File: src/rtl/bitlink_pkg.sv
`default_nettype none
// ============================================================================
// Module      : bitlink_pkg
// Description : Shared types and constants for the bit-clock-recovery link.
// Revision    : 1.0 - initial release
// ============================================================================
package bitlink_pkg;

    typedef enum logic [1:0] {
        IDLE     = 2'd0,
        PREAMBLE = 2'd1,
        DATA     = 2'd2
    } state_t;

    localparam int unsigned MIN_BIT_PERIOD     = 2;
    // Matches the receiver's post-reset bit interval.
    localparam logic [15:0] DEFAULT_BIT_PERIOD = 16'd801;

endpackage
`default_nettype wire

File: src/rtl/bit_tick_gen.sv
`default_nettype none
// ============================================================================
// Module      : bit_tick_gen
// Description : Per-bit tick counter; latches a clamped period at frame start
//               and flags the last and second-to-last cycle of every bit.
// Revision    : 1.0 - initial release
// ============================================================================
module bit_tick_gen
    import bitlink_pkg::*;
#(
    parameter int PERIOD_W = 16
) (
    input  logic                clk_200M,
    input  logic                rst_n,
    input  logic                i_start,
    input  logic                i_run,
    input  logic [PERIOD_W-1:0] i_bit_period,
    output logic                o_boundary,
    output logic                o_pre_boundary
);

    localparam logic [PERIOD_W-1:0] c_ONE        = PERIOD_W'(1);
    localparam logic [PERIOD_W-1:0] c_TWO        = PERIOD_W'(2);
    localparam logic [PERIOD_W-1:0] c_MIN_PERIOD = PERIOD_W'(MIN_BIT_PERIOD);
    localparam logic [PERIOD_W-1:0] c_RST_PERIOD = PERIOD_W'(DEFAULT_BIT_PERIOD);

    logic [PERIOD_W-1:0] r_period;
    logic [PERIOD_W-1:0] r_count;
    logic [PERIOD_W-1:0] w_period_clamped;

    // A period below 2 would leave no room for the ready cycle before a boundary.
    assign w_period_clamped = (i_bit_period < c_MIN_PERIOD) ? c_MIN_PERIOD : i_bit_period;
    assign o_boundary       = i_run && (r_count == (r_period - c_ONE));
    assign o_pre_boundary   = i_run && (r_count == (r_period - c_TWO));

    always_ff @(posedge clk_200M or negedge rst_n) begin
        if (!rst_n) begin
            r_period <= c_RST_PERIOD;
            r_count  <= '0;
        end else if (i_start) begin
            r_period <= w_period_clamped;
            r_count  <= '0;
        end else if (o_boundary || !i_run) begin
            r_count  <= '0;
        end else begin
            r_count  <= r_count + c_ONE;
        end
    end

endmodule
`default_nettype wire

File: src/rtl/bit_stream_tx.sv
`default_nettype none
// ============================================================================
// Module      : bit_stream_tx
// Description : NRZ serial transmitter; alternating preamble then bytes
//               MSB-first at a programmable bit period.
// Revision    : 1.0 - initial release
// ============================================================================
module bit_stream_tx
    import bitlink_pkg::*;
#(
    parameter int PERIOD_W      = 16,
    parameter int PREAMBLE_BITS = 32,
    parameter bit IDLE_LEVEL    = 1'b0
) (
    input  logic                clk_200M,
    input  logic                rst_n,
    input  logic [PERIOD_W-1:0] bit_period,
    input  logic [7:0]          data_in,
    input  logic                data_valid,
    output logic                data_ready,
    output logic                signal,
    output logic                tx_active,
    output logic                bit_strobe
);

    localparam int                 c_PRE_W    = $clog2(PREAMBLE_BITS);
    localparam logic [c_PRE_W-1:0] c_PRE_LAST = c_PRE_W'(PREAMBLE_BITS - 1);
    localparam logic [c_PRE_W-1:0] c_PRE_ONE  = c_PRE_W'(1);

    state_t             r_state;
    logic               r_signal;
    logic               r_tx_active;
    logic               r_data_ready;
    logic               r_bit_strobe;
    logic [c_PRE_W-1:0] r_pre_cnt;
    logic [2:0]         r_bit_idx;
    logic [7:0]         r_shift;

    logic w_start;
    logic w_run;
    logic w_boundary;
    logic w_pre_boundary;

    assign w_start = (r_state == IDLE) && data_valid;
    assign w_run   = (r_state != IDLE);

    bit_tick_gen #(
        .PERIOD_W (PERIOD_W)
    ) u_tick_gen (
        .clk_200M       (clk_200M),
        .rst_n          (rst_n),
        .i_start        (w_start),
        .i_run          (w_run),
        .i_bit_period   (bit_period),
        .o_boundary     (w_boundary),
        .o_pre_boundary (w_pre_boundary)
    );

    always_ff @(posedge clk_200M or negedge rst_n) begin
        if (!rst_n) begin
            r_state      <= IDLE;
            r_signal     <= IDLE_LEVEL;
            r_tx_active  <= 1'b0;
            r_data_ready <= 1'b0;
            r_bit_strobe <= 1'b0;
            r_pre_cnt    <= '0;
            r_bit_idx    <= '0;
            r_shift      <= '0;
        end else begin
            r_bit_strobe <= 1'b0;
            r_data_ready <= 1'b0;
            case (r_state)
                IDLE: begin
                    r_signal    <= IDLE_LEVEL;
                    r_tx_active <= 1'b0;
                    if (data_valid) begin
                        r_state      <= PREAMBLE;
                        r_signal     <= 1'b1;
                        r_tx_active  <= 1'b1;
                        r_bit_strobe <= 1'b1;
                        r_pre_cnt    <= '0;
                    end
                end
                PREAMBLE: begin
                    // Ready is raised one cycle early so it is registered on the boundary cycle.
                    r_data_ready <= w_pre_boundary && (r_pre_cnt == c_PRE_LAST);
                    if (w_boundary && (r_pre_cnt != c_PRE_LAST)) begin
                        r_pre_cnt    <= r_pre_cnt + c_PRE_ONE;
                        r_signal     <= ~r_signal;
                        r_bit_strobe <= 1'b1;
                    end
                end
                DATA: begin
                    r_data_ready <= w_pre_boundary && (r_bit_idx == 3'd7);
                    if (w_boundary && (r_bit_idx != 3'd7)) begin
                        r_bit_idx    <= r_bit_idx + 3'd1;
                        r_shift      <= {r_shift[6:0], 1'b0};
                        r_signal     <= r_shift[6];
                        r_bit_strobe <= 1'b1;
                    end
                end
                default: begin
                    r_state <= IDLE;
                end
            endcase

            // Byte load point: end of preamble or end of bit 7; no byte means underrun.
            if (w_boundary && r_data_ready) begin
                if (data_valid) begin
                    r_state      <= DATA;
                    r_shift      <= data_in;
                    r_signal     <= data_in[7];
                    r_bit_idx    <= '0;
                    r_bit_strobe <= 1'b1;
                end else begin
                    r_state      <= IDLE;
                    r_signal     <= IDLE_LEVEL;
                    r_tx_active  <= 1'b0;
                end
            end
        end
    end

    assign data_ready = r_data_ready;
    assign signal     = r_signal;
    assign tx_active  = r_tx_active;
    assign bit_strobe = r_bit_strobe;

endmodule
`default_nettype wire

File: config.mk
export PLATFORM = sky130hd
export DESIGN_NAME = bit_stream_tx
export DESIGN_NICKNAME = d
export VERILOG_FILES = /design/src/rtl/bitlink_pkg.sv /design/src/rtl/bit_tick_gen.sv /design/src/rtl/bit_stream_tx.sv
export SDC_FILE = /design/constraint.sdc
export NUM_CORES = 1
export LEC_CHECK = 0
export BUFFER_PORTS_ARGS = -buffer_cell sky130_fd_sc_hd__buf_2
export CAP_MARGIN = 10
export CORE_MARGIN = 5
export CORE_UTILIZATION = 65
export CTS_CLUSTER_SIZE = 40
export DETAILED_ROUTE_END_ITERATION = 7
export PLACE_DENSITY = 0.84
export SLEW_MARGIN = 0
export SYNTH_ARGS = -nofsm -noshare
export SYNTH_HDL_FRONTEND = slang
export SYNTH_SLANG_ARGS = --single-unit
File: constraint.sdc
create_clock -name clk_200M -period 7.85 [get_ports clk_200M]
set_input_delay 0.785 -clock clk_200M [delete_from_list [all_inputs] [get_ports clk_200M]]
set_output_delay 0.785 -clock clk_200M [all_outputs]
set_load 0.03 [all_outputs]
# Yosys cells after proc, flatten, opt, wreduce, memory -nomap -nowiden
# Cells that the tools add are included.
# totals
regBits	54
elab_cells	82
input_bits	27
# classes
n_lt_le_gt_ge	1
reduce_logical	18
add_sub_neg	5
n_eq_ne	14
mux	33
bitwise	1
# op_table
operator	count
$mux 16	3
$eq 16x16->1	2
$mux 8	4
$add 16x1->16 const B	1
$lt 16x2->1 const B	1
$sub 16x1->16 const B	1
$sub 16x2->16 const B	1
$mux 1	12
$mux 3	4
$mux 5	2
$pmux 5 s2	1
$ne 3x3->1 const B	3
$logic_and 1x1->1	8
$mux 2	3
$pmux 1 s3	2
$reduce_and 3->1	2
$add 5x1->5 const B	1
$eq 5x5->1 const B	1
$ne 5x5->1 const B	1
$ne 2x2->1 const B	2
$pmux 2 s2	1
$reduce_bool 2->1	2
$reduce_bool 4->1	1
$add 3x1->3 const B	1
other kinds (12)	12

# Longest topological paths before layout
# depth
depth_word	8
depth_mapped	12
mapped_depth_nobuf	10

# Hierarchy
# Synthesis repeated with hierarchy kept, for this count alone.
# hier_totals
cells_unflattened	376
area_unflattened_um2	3493.4
# modules_own_cells
module	seq_area_each_um2	n_inst	area_per_inst_um2	cells_per_inst
bit_tick_gen	805.8	1	2374.8	268
bit_stream_tx	525.5	1	1118.6	108

# Worst setup path before layout
# Ideal clock, no wire load.
# synth_timing
path_kind	register -> register
start	register u_tick_gen.r_period[4]
end	register r_signal, in the netlist signal
setup_slack_ns	5.009
arrival_time_ns	2.737
t_required_ns	7.746
stages_incl_launch_ff	11
cell_sequence	dfrtp_1 buf_6 or4_1 buf_2 o31a_1 nor4_4 nand3_1 or4_1 buf_4 mux2i_1 a221oi_1
# synth_between
elab_chain_len	6
word_cells_on_any_way	11
cone_classes	add/sub (1); eq/ne (3); mux (1); reduce/logical (6)
# synth_rtl
element	line_no	text
start, declared	bit_tick_gen.sv:27	logic [PERIOD_W-1:0] r_period;
start signal, assigned	bit_tick_gen.sv:38	r_period <= c_RST_PERIOD;
start signal, assigned	bit_tick_gen.sv:41	r_period <= w_period_clamped;
$sub 16x1->16 *	bit_tick_gen.sv:33	assign o_boundary = i_run && (r_count == (r_period - c_ONE));
$eq 16x16->1 *	bit_tick_gen.sv:33	
$logic_and 1x1->1 *	bit_tick_gen.sv:33	
$logic_and 1x1->1, on equally long branches	bit_stream_tx.sv:95, bit_stream_tx.sv:87, bit_stream_tx.sv:108	
$ne 3x3->1 (no line) or $reduce_bool 4->1 (tied branches)	--	
$reduce_and 3->1 (no line)	--	
end signal, assigned	bit_stream_tx.sv:89	r_signal <= ~r_signal;
end signal, assigned	bit_stream_tx.sv:98	r_signal <= r_shift[6];
end signal, assigned	bit_stream_tx.sv:112	r_signal <= data_in[7];
end, declared	bit_stream_tx.sv:31	logic r_signal;
# Mark *: on every way between the ends. The rest lies on a longest branch, timed or not.
# A chain may end at the register's enable or synchronous reset.

# Worst setup path in the final report
# Ends and elaborated chain as after synthesis.

==> results.py <==
metrics = {
    "logic_synthesis": {
        "yosys_warnings": 0,
        "netlist.area_leader.share_pct": 34.1,
        "synth_area_um2": 3600,
        "avgSynthCellArea_um2": 9.13,
        "synth_edf_count": 0,
        "ys_types": 62,
        "yosysSeqAreaShare_pct": 37.0,
        "syn_nets": 432,
        "synth_top_area_cell": "dfrtp_1",
        "async_flop_share_pct": 100,
        "ys_ff_latch": 53,
        "synth_ff_type": "dfrtp_1",
        "synthCells": 394,
        "synthTopCellsByArea": "dfrtp_1, xnor2_1, mux2_2, xor2_1, ha_1",
    },
    "min_path": {
        "hold_path_depth": 2,
        "min_path_type": "flop to flop",
        "worstHoldEndpoint": "tx_active",
        "hold_start": "tx_active",
    },
    "detailed_routing": {
        "routed_wl_mm": 8.07,
        "vias": 3049,
        "vias_per_cell": 6.30,
        "dr.pass1.iters": 5,
        "drc": 0,
        "detail-route-antenna-nets": 0,
        "routedWlPerCell_um": 16.7,
        "dr.first_iter.drc_count": 161,
    },
    "sta": {
        "finalSetupViolations": 0,
        "layout_worst_path_cycle_share_pct": 41.3,
        "finClkSkew_ns": 0.00838,
        "clock.fmax_ghz": 0.309,
        "slew_headroom_pct": 49.2,
        "rsz0062_at_grt": "false",
        "tightestPinTransition_ns": 0.755,
        "finalSetupTns_ns": 0,
        "finalHoldViolations": 0,
        "slew_viol_final": 0,
        "period_needed_ns": 3.24,
    },
    "critical_path": {
        "cp_max_fo": 9,
        "worstPathArrival_ns": 3.45,
        "crit_buf_inv": 0,
        "critPathSlowestCell": "or4_1",
        "required_ns": 8.06,
        "r2r_start": "u_tick_gen.r_period[4]",
        "reg2reg_depth": 7,
        "crit_family": "simple AND/OR/NAND/NOR gates",
        "crit_path_frequent_cell": "or4_1",
        "endpoint_kind": "flop",
        "path_class": "flop to flop",
        "reg2reg_slack_ns": 4.61,
        "reg2reg_to": "signal",
        "critPathLaunchType": "flop",
        "max_stage_delay_ns": 0.70,
        "cp_cell_sequence": "or4_1, or3_1, a211oi_1, nand3_1, or4_1, mux2i_1, a221oi_1",
    },
    "die": {
        "row_count": 27,
        "fp.dieH_um": 84.4,
        "start_util_pct": 66.1,
        "coreArea_um2": 5440,
        "dieWidth_um": 84.4,
        "io_pins": 31,
        "die_area_um2": 7120,
    },
    "grt": {
        "antenna_found_initial": 0,
        "track_usage_pct": 23.9,
        "grt_overflow": 0,
        "grt_pass1_wl_mm": 14.2,
        "grt_pass1_vias": 3082,
        "grt_max_degree": 54,
    },
    "layout": {
        "stdcell_area_um2": 3860,
        "num_antenna_cells": 0,
        "nets": 449,
        "area_growth_pct": 7.34,
        "multi_input_area_um2": 2120,
        "drive_above_1_share_pct": 17.0,
        "seqCellArea_um2": 1330,
        "nFillCells": 457,
    },
    "pwr": {
        "power.total_w": 0.00113,
        "ir_worst_vdd_v": 0.000206,
        "leakage_nw": 1.65,
        "p_per_area_nw_per_um2": 293,
    },
    "job": {
        "drv_cap": 0,
    },
    "clock_tree": {
        "clock-sinks": 53,
        "numCtsBuffers": 5,
        "cts_buffer_depth": 2,
        "cts_root_buf": "clkbuf_8",
        "cts_setup_buffers": 0,
        "holdBufCountCts": 0,
        "worst_skew_pair.late_latency_ns": 0.31,
        "post_cts_resized": 0,
        "cts_tree": "built",
        "clk_pin_slew_ns": 0.09,
        "htree_levels": 2,
    },
    "placed_design": {
        "globalplace.congestion": 0.891,
        "dpl.hpwl_mm": 5.92,
        "placed_cell_area_um2": 3740,
        "io_buffer_count": 30,
    },
    "outcome": {
        "status": "complete, no violations",
    },
}
-- cell families (layout without fill, tap and decap cells) --
family / after synthesis / in the layout / share of synthesized area, %
xor gates and xnor gates: 43 / 43 / 10.5
adders and majority gates: 11 / 11 / 3.83
AOI/OAI and AO/OA: 74 / 74 / 13.5
buffers and inverters: 33 / 51 / 4.04
DFF: 53 / 53 / 37.0
muxes: 20 / 20 / 6.16
and+or+nand+nor: 160 / 160 / 25.0
-- synthesized netlist by cell type (all sizes together) (2+ instances only) --
| cell type | n |
|---|---|
| xor2 | 17 |
| mux2 | 17 |
| dfstp | 4 |
| a21bo | 2 |
| or2 | 2 |
| o22ai | 7 |
| xnor2 | 26 |
| nand4b | 3 |
| clkbuf | 16 |
| or3 | 5 |
| and3 | 7 |
| inv | 12 |
| nor3 | 5 |
| o21a | 2 |
| nor4b | 2 |
| nor4 | 13 |
| and2 | 4 |
| o311ai | 2 |
| o31ai | 2 |
| o21ai | 16 |
| mux2i | 3 |
| nand4 | 3 |
| a31oi | 4 |
| nor3b | 5 |
| o211ai | 2 |
| nand2b | 7 |
| nand3 | 23 |
| nor2 | 37 |
| a21oi | 18 |
| nor2b | 5 |
| ha | 11 |
| nand3b | 2 |
| or4 | 6 |
| dfrtp | 49 |
| buf | 5 |
| a211oi | 2 |
| nand2 | 27 |
| a2bb2oi | 6 |
-- worst min-delay path, delay by kind of cell, from the launching register on --
kind | cells | cell delay [ns]
flip-flops | 1 | 0.36
AO/OA/AOI/OAI | 1 | 0.10
AND/OR/NAND/NOR | 1 | 0.04
-- where the power goes --
| part | switching (W) | internal (W) |
|---|---|---|
| combinational | 0.000272 | 0.000216 |
| sequential | 0.000109 | 0.000339 |
| clock | 0.0000907 | 0.000104 |
| total | 0.000472 | 0.000659 |
-- layer usage --
| metal | global-route usage [%] | vias up | part of all wire (%) |
|---|---|---|---|
| li1 | - | 1457 | - |
| met2 | 41.6 | 97 | 50 |
| met3 | 4.61 | 25 | 5.1 |
| met4 | 9.06 | 0 | 2.6 |
| met5 | 0 | - | 0 |
| met1 | 29.4 | 1470 | 43 |
-- per-stage QoR --
| stage | setup WS (ns) | std cells | hold slack [ns] | utilization, % |
|---|---|---|---|---|
| 2_1_floorplan | 5.01 | 394 | 0.471 | - |
| 3_5_place_dp | 4.67 | 476 | 0.527 | 68.8 |
| 4_1_cts | 4.66 | 484 | 0.545 | 71.0 |
| 5_1_grt | 4.47 | 484 | 0.562 | 71.0 |
| 6_report | 4.61 | 484 | 0.538 | 71.0 |
| 3_3_place_gp | 4.80 | 476 | 0.499 | 68.8 |
-- placed cells by master, fill, tap and decap left out, drive strengths merged, types with 5 or more instances in the layout --
cell type   n
nor3b       5
a2bb2oi     6
mux2       17
or4         6
nor2b       5
dfrtp      49
nand2b      7
xnor2      26
o22ai       7
inv        12
nand2      27
or3         5
buf        31
ha         11
nand3      23
nor2       37
xor2       17
and3        7
nor3        5
nor4       13
a21oi      18
clkbuf      7
o21ai      16
-- worst max path at each step --
stage                 end              startpoint  cells after the start  slack, ns
2_1_floorplan      signal  u_tick_gen.r_period[4]                     10       5.01
3_3_place_gp       signal  u_tick_gen.r_period[4]                      7       4.80
3_5_place_dp       signal  u_tick_gen.r_period[4]                      7       4.67
4_1_cts            signal  u_tick_gen.r_period[4]                      7       4.66
5_1_grt        r_state[0]  u_tick_gen.r_period[1]                      9       4.47
6_report           signal  u_tick_gen.r_period[4]                      7       4.61
-- area by class of cell --
type / count / share of cell area, %
Clock buffer: 7 / 2.24
Clock inverter: 1 / 0.778
Inverter: 12 / 1.17
Multi-Input combinational cell: 308 / 54.9
Sequential cell: 53 / 34.5
Tap cell: 72 / 2.33
Timing Repair Buffer: 31 / 4.08
-- sequential cells by signal, indices dropped and copies added, names as in the netlist --
name and count:
tx_active 1, signal 1, u_tick_gen.r_count 16, r_pre_cnt 5, bit_strobe 1, data_ready 1
r_state 2, u_tick_gen.r_period 16, r_bit_idx 3, r_shift 7
(Power assumes the default switching activity.)
